$ cat src/rtl/counter_seg_display.sv
// rtl/counter_seg_display.sv - 4-digit multiplexed 7-segment driver for a slow-domain 4-bit count
// Shows the count as decimal on digits 1:0 and as one hex digit on digit 3; digit 2 stays blank.

module counter_seg_display #(
  parameter int unsigned REFRESH_DIV = 100000,
  parameter int unsigned GUARD_CYC   = 1000,
  parameter bit          LZ_BLANK    = 1'b1
) (
  input  logic       clk,
  input  logic       rst_n,
  input  logic [3:0] count_in,
  input  logic       blank,
  output logic [3:0] an,
  output logic [6:0] seg
);

  localparam int unsigned    CW      = $clog2(REFRESH_DIV);
  localparam logic [CW-1:0]  CNT_MAX = CW'(REFRESH_DIV - 1);
  localparam logic [CW-1:0]  GUARD   = CW'(GUARD_CYC);
  localparam logic [6:0]     SEG_OFF = 7'b1111111;

  typedef enum logic [1:0] {DIG0, DIG1, DIG2, DIG3} state_t;

  state_t        state_q, state_d;
  logic [CW-1:0] cnt_q, cnt_d;
  logic [3:0]    s1_q, s1_d;
  logic [3:0]    s2_q, s2_d;
  logic [3:0]    committed_q, committed_d;
  logic [3:0]    frame_q, frame_d;
  logic          first_q, first_d;
  logic [3:0]    an_q, an_d;
  logic [6:0]    seg_q, seg_d;

  logic          wrap;
  logic          in_guard;
  logic [3:0]    units;
  logic          tens;
  logic [3:0]    digit_val;
  logic          digit_blank;
  logic [3:0]    an_sel;
  logic [6:0]    seg_code;

  function automatic logic [6:0] seg_rom(input logic [3:0] v);
    logic [6:0] s;
    case (v)
      4'h0:    s = 7'b1000000;
      4'h1:    s = 7'b1111001;
      4'h2:    s = 7'b0100100;
      4'h3:    s = 7'b0110000;
      4'h4:    s = 7'b0011001;
      4'h5:    s = 7'b0010010;
      4'h6:    s = 7'b0000010;
      4'h7:    s = 7'b1111000;
      4'h8:    s = 7'b0000000;
      4'h9:    s = 7'b0010000;
      4'hA:    s = 7'b0001000;
      4'hB:    s = 7'b0000011;
      4'hC:    s = 7'b1000110;
      4'hD:    s = 7'b0100001;
      4'hE:    s = 7'b0000110;
      default: s = 7'b0001110;
    endcase
    return s;
  endfunction

  // Two-flop filter: a value only commits once both stages agree, so one-cycle glitches are dropped.
  always_comb begin
    s1_d        = count_in;
    s2_d        = s1_q;
    committed_d = committed_q;
    if (s1_q == s2_q) begin
      committed_d = s2_q;
    end
  end

  always_comb begin
    wrap    = (cnt_q == CNT_MAX);
    cnt_d   = wrap ? '0 : cnt_q + CW'(1);
    first_d = 1'b0;
    frame_d = frame_q;
    // The frame is only refreshed at a frame boundary so one scan never mixes two values.
    if (first_q || (wrap && (state_q == DIG3))) begin
      frame_d = committed_q;
    end
  end

  always_comb begin
    state_d = state_q;
    if (wrap) begin
      case (state_q)
        DIG0:    state_d = DIG1;
        DIG1:    state_d = DIG2;
        DIG2:    state_d = DIG3;
        default: state_d = DIG0;
      endcase
    end
  end

  always_comb begin
    tens        = (frame_q >= 4'd10);
    units       = tens ? (frame_q - 4'd10) : frame_q;
    in_guard    = (cnt_q < GUARD);
    digit_val   = 4'd0;
    digit_blank = 1'b0;
    an_sel      = 4'b1111;
    case (state_q)
      DIG0: begin
        digit_val = units;
        an_sel    = 4'b1110;
      end
      DIG1: begin
        digit_val   = {3'b000, tens};
        digit_blank = LZ_BLANK && !tens;
        an_sel      = 4'b1101;
      end
      DIG2: begin
        digit_blank = 1'b1;
        an_sel      = 4'b1011;
      end
      default: begin
        digit_val = frame_q;
        an_sel    = 4'b0111;
      end
    endcase
    seg_code = digit_blank ? SEG_OFF : seg_rom(digit_val);
  end

  // Outputs are registered so nothing on the pins can glitch within a slot.
  always_comb begin
    an_d  = 4'b1111;
    seg_d = SEG_OFF;
    if (!blank && !in_guard) begin
      an_d  = an_sel;
      seg_d = seg_code;
    end
  end

  always_ff @(posedge clk or negedge rst_n) begin
    if (!rst_n) begin
      state_q     <= DIG0;
      cnt_q       <= '0;
      s1_q        <= 4'd0;
      s2_q        <= 4'd0;
      committed_q <= 4'd0;
      frame_q     <= 4'd0;
      first_q     <= 1'b1;
      an_q        <= 4'b1111;
      seg_q       <= SEG_OFF;
    end else begin
      state_q     <= state_d;
      cnt_q       <= cnt_d;
      s1_q        <= s1_d;
      s2_q        <= s2_d;
      committed_q <= committed_d;
      frame_q     <= frame_d;
      first_q     <= first_d;
      an_q        <= an_d;
      seg_q       <= seg_d;
    end
  end

  assign an  = an_q;
  assign seg = seg_q;

endmodule

$ cat config.mk
export PLATFORM = sky130hd
export DESIGN_NAME = counter_seg_display
export DESIGN_NICKNAME = d
export VERILOG_FILES = /design/src/rtl/counter_seg_display.sv
export SDC_FILE = /design/constraint.sdc
export NUM_CORES = 1
export LEC_CHECK = 0
export CORE_ASPECT_RATIO = 1.1
export CORE_MARGIN = 3
export CORE_UTILIZATION = 45
export CTS_BUF_LIST = sky130_fd_sc_hd__clkbuf_8
export DETAILED_ROUTE_END_ITERATION = 10
export GPL_TIMING_DRIVEN = 0
export SLEW_MARGIN = 15
export SYNTH_ARGS = -nofsm -noshare
export SYNTH_HDL_FRONTEND = slang
export SYNTH_SLANG_ARGS = --single-unit
$ cat constraint.sdc
create_clock -name clk -period 3.2 [get_ports clk]
set_clock_uncertainty 0.15 [all_clocks]
set_input_delay 0.96 -clock clk [delete_from_list [all_inputs] [get_ports clk]]
set_output_delay 0.96 -clock clk [all_outputs]
set_load 0.02 [all_outputs]
==> flow_summary.yaml <==
setup_path:
  cp.required_ns: 3.22
  rr_worst_depth: 9
  worstPathArrival_ns: 2.87
  max_stage_delay_ns: 0.48
  cp_max_fo: 9
  crit_path_frequent_cell: "ha_1"
  end_kind: "flip-flop"
  timing.rr.start: "state_q[0]$_DFFE_PN0N_"
  start_kind: "flip-flop"
  cp-startpoint: "state_q[0]$_DFFE_PN0N_"
  path_class: "reg -> reg"
  cp_cell_sequence: "ha_1 -> clkbuf_1 -> or2_2 -> a32oi_1 -> inv_1 -> ha_1 -> and2_1 -> a21oi_1 -> o221ai_1"
  r2r_end: "seg[6]$_DFF_PN1_"
  critPathSlowestCell: "a32oi_1"
  r2r_slack_ns: 0.35
sta:
  hold_viol_final: 0
  fmax_mhz: 351.2
  slew_headroom_pct: 43.81
  setup_tns_ns: 0
  rsz0062_at_grt: "no"
  fin_crit_ns: 2.848
  setup_violations: 0
  tightest_slew_ns: 0.8297
  maxSlewViolCount: 0
  fin_crit_sh_pct: 88.99
hold_path:
  holdCritPathClass: "reg -> reg"
  min-delay-start: "s1_q[0]$_DFF_PN0_"
  whs_path_depth: 0
  min_to: "s2_q[0]$_DFF_PN0_"
synth:
  synth.area.top_cells: "dfrtp_1, dfstp_2, ha_1, xnor2_1, nand2_1"
  synth_edf_count: 0
  yosysTopAreaCellShare_pct: 38.48
  synth_common_cells: "dfrtp_1, nand2_1, ha_1"
  synth.avg_cell_area_um2: 11.38
  ys_warn_count: 0
  ys_async_sr_fraction_pct: 100.0
  netlist_area_um2: 2276
  ys_ff_latch: 47
  synth.most_common_cell: "dfrtp_1"
  synthFlopType: "dfrtp_1"
  syn-instance-count: 200
  yosys.area.top_type: "dfrtp_1"
  synth_cell_types: 45
  syn-num-nets: 222
  ys_seq_area_share_pct: 52.34
clocking:
  cts_buffers: 5
  post_cts_buffers: 0
  clockRootBuffer: "clkbuf_8"
  cts_tree: "done"
  cts_hold_buf: 0
  clk_latency_ns: 0.29
  ctsHtreeMaxLevel: 2
  cts_resized: 0
  cts.sinks: 47
  clockBufferDepth: 2
  clkTransAtPathRegs_ns: 0.09
global_routing:
  grt.overflow.total: 0
  grt_max_degree: 32
  grt_busiest_layer: "met2"
  grt_pass1_vias: 1574
  antenna_found_initial: 0
  grt_use_met1_pct: 18.04
  use_met3_pct: 3.755
  grt_util_met2_pct: 26.42
  grt_usage_pct: 15.22
  grt_pass1_wl_um: 7017
drt:
  drcViolationCount: 0
  wl_per_cell_um: 14.15
  drt_iter0_markers: 96
  ant_nets: 0
  avgViaCountPerCell: 5.489
  vias: 1548
  totalWireLength_um: 3989
  drtPass1Iterations: 4
floorplan:
  die_w_um: 73.81
  start_util_pct: 47.92
  core.rowCount: 26
  die_area_um2: 5948
  coreArea_um2: 4750
  io_pins: 18
  fp.dieH_um: 80.59
pwr:
  power_frac_comb_pct: 31.2
  clockPowerShare_pct: 22.6
  p_leak_nw: 1.123
  vdd_ir_drop_max_mv: 0.3527
  intPower_w: 0.0009872
  p_switching_w: 0.0004928
  p_sw_share_pct: 33.30
  power_density_nw_per_um2: 565.7
  pwr-share-seq_pct: 46.2
layout:
  layout.cells.non_filler: 282
  nFillCells: 411
  multi_input_area_um2: 1042
  finalNetCount: 247
  antenna_cells_inserted: 0
  drive_gt1_share_pct: 15.93
  area_growth_pct: 14.95
  register_area_um2: 1191
  postLayoutCellArea_um2: 2616
placed_design:
  place_congestion: 0.7904
  portBuffers: 17
  hpwl_um: 3028
  placed_area_um2: 2531
  dp.cells: 274
run:
  maxCapViolations: 0
run_status:
  outcome: "completed"
state kept, by name, summed over array words and instances (netlist names):
register     cells
cnt_q           17
committed_q      4
s1_q             4
seg              7
state_q          2
frame_q          4
s2_q             4
an               4
first_q          1
routing by layer:
layer  share of wire (%)  routed length (um)  vias to the layer above
met5                   0                   0                        -
met4                0.90                  36                        0
met3                 4.1                 162                        4
met2                  49                1939                       31
met1                  46                1850                      756
li1                    -                   -                      757
critical path, delay by kind of cell (launching register included):
family | cells | cell delay [ns]
buffers and inverters | 2 | 0.35
and+or+nand+nor | 2 | 0.53
adders and majority gates | 2 | 0.45
DFF | 1 | 0.44
AOI/OAI and AO/OA | 3 | 0.79
per-stage QoR:
step / hold slack (ns) / util (%) / worst slack [ns] / total power, W
floorplan: 0.2227 / - / 0.7870 / 0.001036
global placement: 0.2353 / 52.98 / -0.1422 / 0.001111
detailed placement: 0.2378 / 53.29 / 0.4083 / 0.001150
CTS: 0.2559 / 55.08 / 0.3702 / 0.001493
global route: 0.2691 / 55.08 / 0.1164 / 0.001592
finish: 0.2547 / 55.08 / 0.3523 / 0.001480
area by class of cell:
class | count | area share, %
repair buffers | 18 | 7.078
flip-flops and latches | 47 | 45.53
multi-input cells | 142 | 39.84
clock buffers | 5 | 2.630
clock inverters | 3 | 0.6217
plain buffers | 4 | 0.6217
inverters | 7 | 1.004
well taps | 56 | 2.678
layout by cell type (no fill, tap or decap), types with 5 or more instances in the layout:
cell type        synthesis  layout
o21ai_0                  8       8
xnor2_1                 12      12
a21oi_1                  7       7
nand3_1                 13      13
inv_1                    7       8
nand2_1                 19      19
dfstp_2                 12      12
clkdlybuf4s50_1          0      16
nor2_1                  10      10
dfrtp_1                 35      35
ha_1                    15      15
clkbuf_8                 0       5
worst max-delay path by stage:
| stage | endpoint |
|---|---|
| 6_report | seg[6]$_DFF_PN1_ |
| 5_1_grt | seg[5]$_DFF_PN1_ |
| 4_1_cts | seg[6]$_DFF_PN1_ |
| 3_5_place_dp | seg[6]$_DFF_PN1_ |
| 3_3_place_gp | s1_q[1]$_DFF_PN0_ |
| 2_1_floorplan | seg[5]$_DFF_PN1_ |
power by group through the flow:
| stage | logic [W] | clock network, W | registers (W) |
|---|---|---|---|
| global route | 0.000518 | 0.000381 | 0.000693 |
| finish | 0.000462 | 0.000334 | 0.000684 |
| detailed placement | 0.000453 | 0 | 0.000696 |
| floorplan | 0.000353 | 0 | 0.000683 |
| global placement | 0.000416 | 0 | 0.000694 |
| CTS | 0.000456 | 0.000352 | 0.000685 |
cells by family (layout without fill, tap and decap cells):
| family | after synthesis | after routing | share of synthesized area, % |
|---|---|---|---|
| simple gates | 71 | 71 | 17.10 |
| compound gates | 31 | 31 | 9.456 |
| flops | 47 | 47 | 52.34 |
| mux | 9 | 9 | 5.058 |
| other cells | 1 | 1 | 0.1648 |
| xor+xnor | 15 | 15 | 5.773 |
| buf+inv | 11 | 37 | 1.869 |
| fa+ha+maj | 15 | 15 | 8.246 |
No activity file was read; power rests on OpenSTA's default activity.
==> RTL change 1, RTL diff (config.mk and constraints unchanged) <==
The parameter `REFRESH_DIV` goes from 100000 to 25000.
--- a/src/rtl/counter_seg_display.sv
+++ b/src/rtl/counter_seg_display.sv
@@ -2,7 +2,7 @@
 // Shows the count as decimal on digits 1:0 and as one hex digit on digit 3; digit 2 stays blank.
 
 module counter_seg_display #(
-  parameter int unsigned REFRESH_DIV = 100000,
+  parameter int unsigned REFRESH_DIV = 25000,
   parameter int unsigned GUARD_CYC   = 1000,
   parameter bit          LZ_BLANK    = 1'b1
 ) (
Function: no difference found for any inputs over 10 cycles, from zero or initial values and one cycle with rst_n low; that may be too few to reach the edited logic, so the function may still have changed.
==> RTL change 1 against the unedited design <==
Area after synthesis decreased by 4.8%; sequential cell count decreased by 2; cell area decreased by 2.4%; worst setup slack improved by 0.12 ns; wire length decreased by 9.6%; power increased by 6.8%; synthesized cell count decreased by 7.0%; largest power group unchanged.
==> RTL change 1: results (changes against the unedited design) <==
Non-clock buffers=20 (-9.1%); commonest cells in the netlist=dfrtp_1, ha_1, nand3_1; final-layout fill cell count=371 (-9.7%); DRT Wirelength=3610 um (-9.6%); Non-Clock Buffer Area Fraction=7.60% (-0.10 points); multi-input logic cell count=132 (-7.0%); Compound-Gate Fraction of Synth Area=9.30% (-0.15 points); Multi-input gate area=990 um2 (-5.0%); max reg flops=15 (-2); met1 usage=19.0% (+0.99 points); Vias=1,462 (-5.6%); Syn Nets=208 (-6.3%); Placer Congestion=0.840 (+6.2%); worst IR drop on VDD=0.000331 V (-6.1%); setup_tns=0 ns (unchanged); critical path peak fanout=6 (-3); gr usage total=14.7% (-0.53 points); P_sw=0.000475 W (-3.6%); mux share of post-synthesis cell area=5.55% (+0.49 points); wl on met1=1620 um (-12%); Gate Count Post-Synth=186 (-7.0%); HPWL after DPL=2740 um (-9.6%); fraction of area in registers=44.7% (-0.82 points); adder-cell area share of the yosys netlist=8.67% (+0.42 points); multi-input combinational area share=38.8% (-1.1 points); Num Clock Sinks=45 (-4.3%); routed vias/inst=5.50 (+0.13%); htree depth=2 (unchanged); arrival time at the worst endpoint=2.78 ns (-0.09 ns); status=finished clean; worst rel slew slack=48.9% (+5.1 points); ClkCell Share=5.25% (+2.0 points); worst skew pair latency=0.29 ns (about the same); number of clock-tree buffers in the layout=5 (unchanged); cts repair resizes=0 (unchanged); grt met2 use=23.7% (-2.7 points); clock-pin slew on the worst setup and hold paths=0.08 ns; share of post-route cells with drive strength above 1=18.4% (+2.5 points); sequential share of the synthesized area=52.7% (+0.35 points); first-pass GRT wire length=6640 um (-5.3%); pre-CTS setup slack=0.495 ns (+0.0864 ns); Placed Instances=258 (-5.8%); dpl cell area=0.00242 mm2 (-4.4%); Area contributors post-synth=dfrtp_1, dfstp_2, ha_1; met3 usage in global routing=3.80% (+0.043 points); metal2 WL=1740 um (-10%); Met3 Routed Length=198 um (+22%); P_leak=1.12 nW (-0.71%); vias in the first global route=1,464 (-7.0%); xor/xnor share of the synthesized area=6.47% (+0.70 points); Final nets=233 (-5.7%); Synth cell types=40 (-11%); starting DRC count in detailed routing=126 (+31%); largest net degree at the start of global routing=33 (+3.1%)
RTL change 1: cell types whose count changed in the layout (fill, tap and decap cells not counted), sizes merged, moves of 3 or more:
| cell | before | now |
|---|---|---|
| a21oi | 8 | 3 |
| and4 | 3 | 0 |
| o21ai | 8 | 3 |
| nand3 | 13 | 16 |
| nor3 | 2 | 8 |
| xnor2 | 12 | 8 |
| nand2 | 19 | 14 |
| xor2 | 3 | 8 |
RTL change 1: path summary, 6_finish.rpt:
path                            depth (start not counted)                   start  slack, ns                  end
worst max register to register                          9  state_q[1]$_DFFE_PN0N_       0.48     seg[3]$_DFF_PN1_
worst min register to register                          0       s1_q[1]$_DFF_PN0_       0.25    s2_q[1]$_DFF_PN0_
worst min-delay path                                    0       s1_q[1]$_DFF_PN0_       0.25    s2_q[1]$_DFF_PN0_
max in group asynchronous                               2                   rst_n       1.96    first_q$_DFF_PN1_
worst max-delay path                                    9  state_q[1]$_DFFE_PN0N_       0.48     seg[3]$_DFF_PN1_
min in group asynchronous                               1                   rst_n       0.41  cnt_q[11]$_DFF_PN0_
RTL change 1: worst max-delay path, stage by stage, from the launching register on:
cell	delay, ns
dfrtp_1	0.43
inv_1	0.16
ha_1	0.30
a21oi_1	0.11
o21ai_0	0.56
inv_1	0.19
ha_1	0.34
nand3_1	0.10
o31ai_1	0.08
o31ai_1	0.22
RTL change 1: power groups by stage:
stage	clock [W]	sequential (W)	combinational (W)
2_1_floorplan	0	0.000656	0.000339
3_3_place_gp	0	0.000666	0.000405
3_5_place_dp	0	0.000668	0.000426
4_1_cts	0.000514	0.000657	0.000428
5_1_grt	0.000535	0.000667	0.000490
6_report	0.000496	0.000656	0.000429
==> RTL change 2, RTL diff (config.mk and constraints unchanged) <==
Made on the original files. Add an input register stage for `count_in` and `blank`, with the module's reset; this delays them by one clock.
--- a/src/rtl/counter_seg_display.sv
+++ b/src/rtl/counter_seg_display.sv
@@ -20,6 +20,19 @@
   localparam logic [6:0]     SEG_OFF = 7'b1111111;
 
   typedef enum logic [1:0] {DIG0, DIG1, DIG2, DIG3} state_t;
+
+  logic [3:0] count_q;
+  logic blank_q;
+
+  always_ff @(posedge clk or negedge rst_n) begin
+    if (!rst_n) begin
+      count_q <= '0;
+      blank_q <= '0;
+    end else begin
+      count_q <= count_in;
+      blank_q <= blank;
+    end
+  end
 
   state_t        state_q, state_d;
   logic [CW-1:0] cnt_q, cnt_d;
@@ -65,7 +78,7 @@
 
   // Two-flop filter: a value only commits once both stages agree, so one-cycle glitches are dropped.
   always_comb begin
-    s1_d        = count_in;
+    s1_d        = count_q;
     s2_d        = s1_q;
     committed_d = committed_q;
     if (s1_q == s2_q) begin
@@ -129,7 +142,7 @@
   always_comb begin
     an_d  = 4'b1111;
     seg_d = SEG_OFF;
-    if (!blank && !in_guard) begin
+    if (!blank_q && !in_guard) begin
       an_d  = an_sel;
       seg_d = seg_code;
     end
Formal check against the unedited RTL: no difference found for any inputs over 10 cycles, from zero or initial values and one cycle with rst_n low; that may be too few to reach the edited logic, so the function may still have changed.
==> RTL change 2 against the unedited design <==
Worst setup slack improved by 0.13 ns; critical path type unchanged; sequential cell count grew 5; cell area grew 8.7%; wire length is 3.9% higher; area after synthesis grew 8.5%; core utilization fell by 0.085 points; count of clock-buffer cells in the layout is the same; via count is 5.0% higher; power rose by 9.3%.
==> RTL change 2: results (changes against the unedited design) <==
share of post-route cells with drive strength above 1=18.7% (+2.8 points); Non-Clock Buffer Area Fraction=7.31% (-0.39 points); worst skew pair latency=0.31 ns (+0.02 ns); adder-cell area share of the yosys netlist=7.60% (-0.65 points); HPWL after DPL=3060 um (+0.94%); status=finished clean; worst rel slew slack=44.8% (+1.0 points); Area contributors post-synth=dfrtp_1, dfstp_2, ha_1; crit path max-delay cell type=o21ai_0; CP max stage delay=0.56 ns (+0.08 ns); slack of the worst reg-to-reg path=0.48 ns (+0.13 ns); metal2 WL=2120 um (+9.4%); xor/xnor share of the synthesized area=5.67% (-0.099 points); fraction of area in registers=46.3% (+0.77 points); Final Hold Fails=0 (unchanged); critical path peak fanout=6 (-3); asr flop ratio synth=100% (unchanged); Syn Nets=231 (+4.1%); grt met2 use=24.2% (-2.2 points); P_leak=1.24 nW (+10%); Setup Buffers After CTS=0 (unchanged); commonest cells in the netlist=dfrtp_1, nand2_1, ha_1; DRT Wirelength=4150 um (+3.9%); mux share of post-synthesis cell area=5.07% (+0.0081 points); vias in the first global route=1,661 (+5.5%); end of the critical path=seg[3]$_DFF_PN1_; sequential share of the synthesized area=53.3% (+0.96 points); Synth cell types=44 (-2.2%); worst IR drop on VDD=0.000221 V (-37%); Multi-input gate area=0.00110 mm2 (+5.3%); met1 usage=17.8% (-0.28 points); Placer Congestion=0.743 (-6.0%); Seq Cell Count=52 (+11%); Tmin final=2.72 ns (-0.131 ns); Non-clk invs=9 (+2); multi-input logic cell count=143 (+0.70%); largest net degree at the start of global routing=37 (+16%); ClkCell Share=3.43% (+0.18 points); gr usage total=14.4% (-0.87 points); Final nets=256 (+3.6%); Met3 Routed Length=122 um (-25%); Antenna diodes=0 (unchanged); starting DRC count in detailed routing=46 (-52%); arrival time at the worst endpoint=2.79 ns (-0.08 ns); cts repair resizes=0 (unchanged); Hold Path Origin=count_q[2]$_DFF_PN0_; met3 usage in global routing=3.13% (-0.62 points); WHS Endpoint=s1_q[2]$_DFF_PN0_
## RTL change 2: cell types whose count changed after synthesis, moves of 3 or more
cell and delta:
nor3_1 +3, dfrtp_1 +5, xor2_1 +4, nor2_1 +3, and3_1 -3, a21oi_1 -3, xnor2_1 -3
## RTL change 2: per-stage QoR
stage | worst slack [ns] | power (W) | hold WS, ns | cells | instance area (um2)
after floorplan | 0.850 | 0.00112 | 0.181 | 209 | 2470
after global placement | -0.370 | 0.00121 | 0.184 | 298 | 2730
after detailed placement | 0.492 | 0.00123 | 0.190 | 299 | 2750
after CTS | 0.452 | 0.00164 | 0.215 | 307 | 2840
after global routing | 0.175 | 0.00174 | 0.220 | 307 | 2840
final | 0.483 | 0.00162 | 0.212 | 307 | 2840
## RTL change 2: power by group
part | switching (W) | total (W) | internal [W]
Combinational | 0.000263 | 0.000465 | 0.000202
Sequential | 0.0000453 | 0.000754 | 0.000709
Clock | 0.000233 | 0.000399 | 0.000165
Total | 0.000542 | 0.00162 | 0.00108
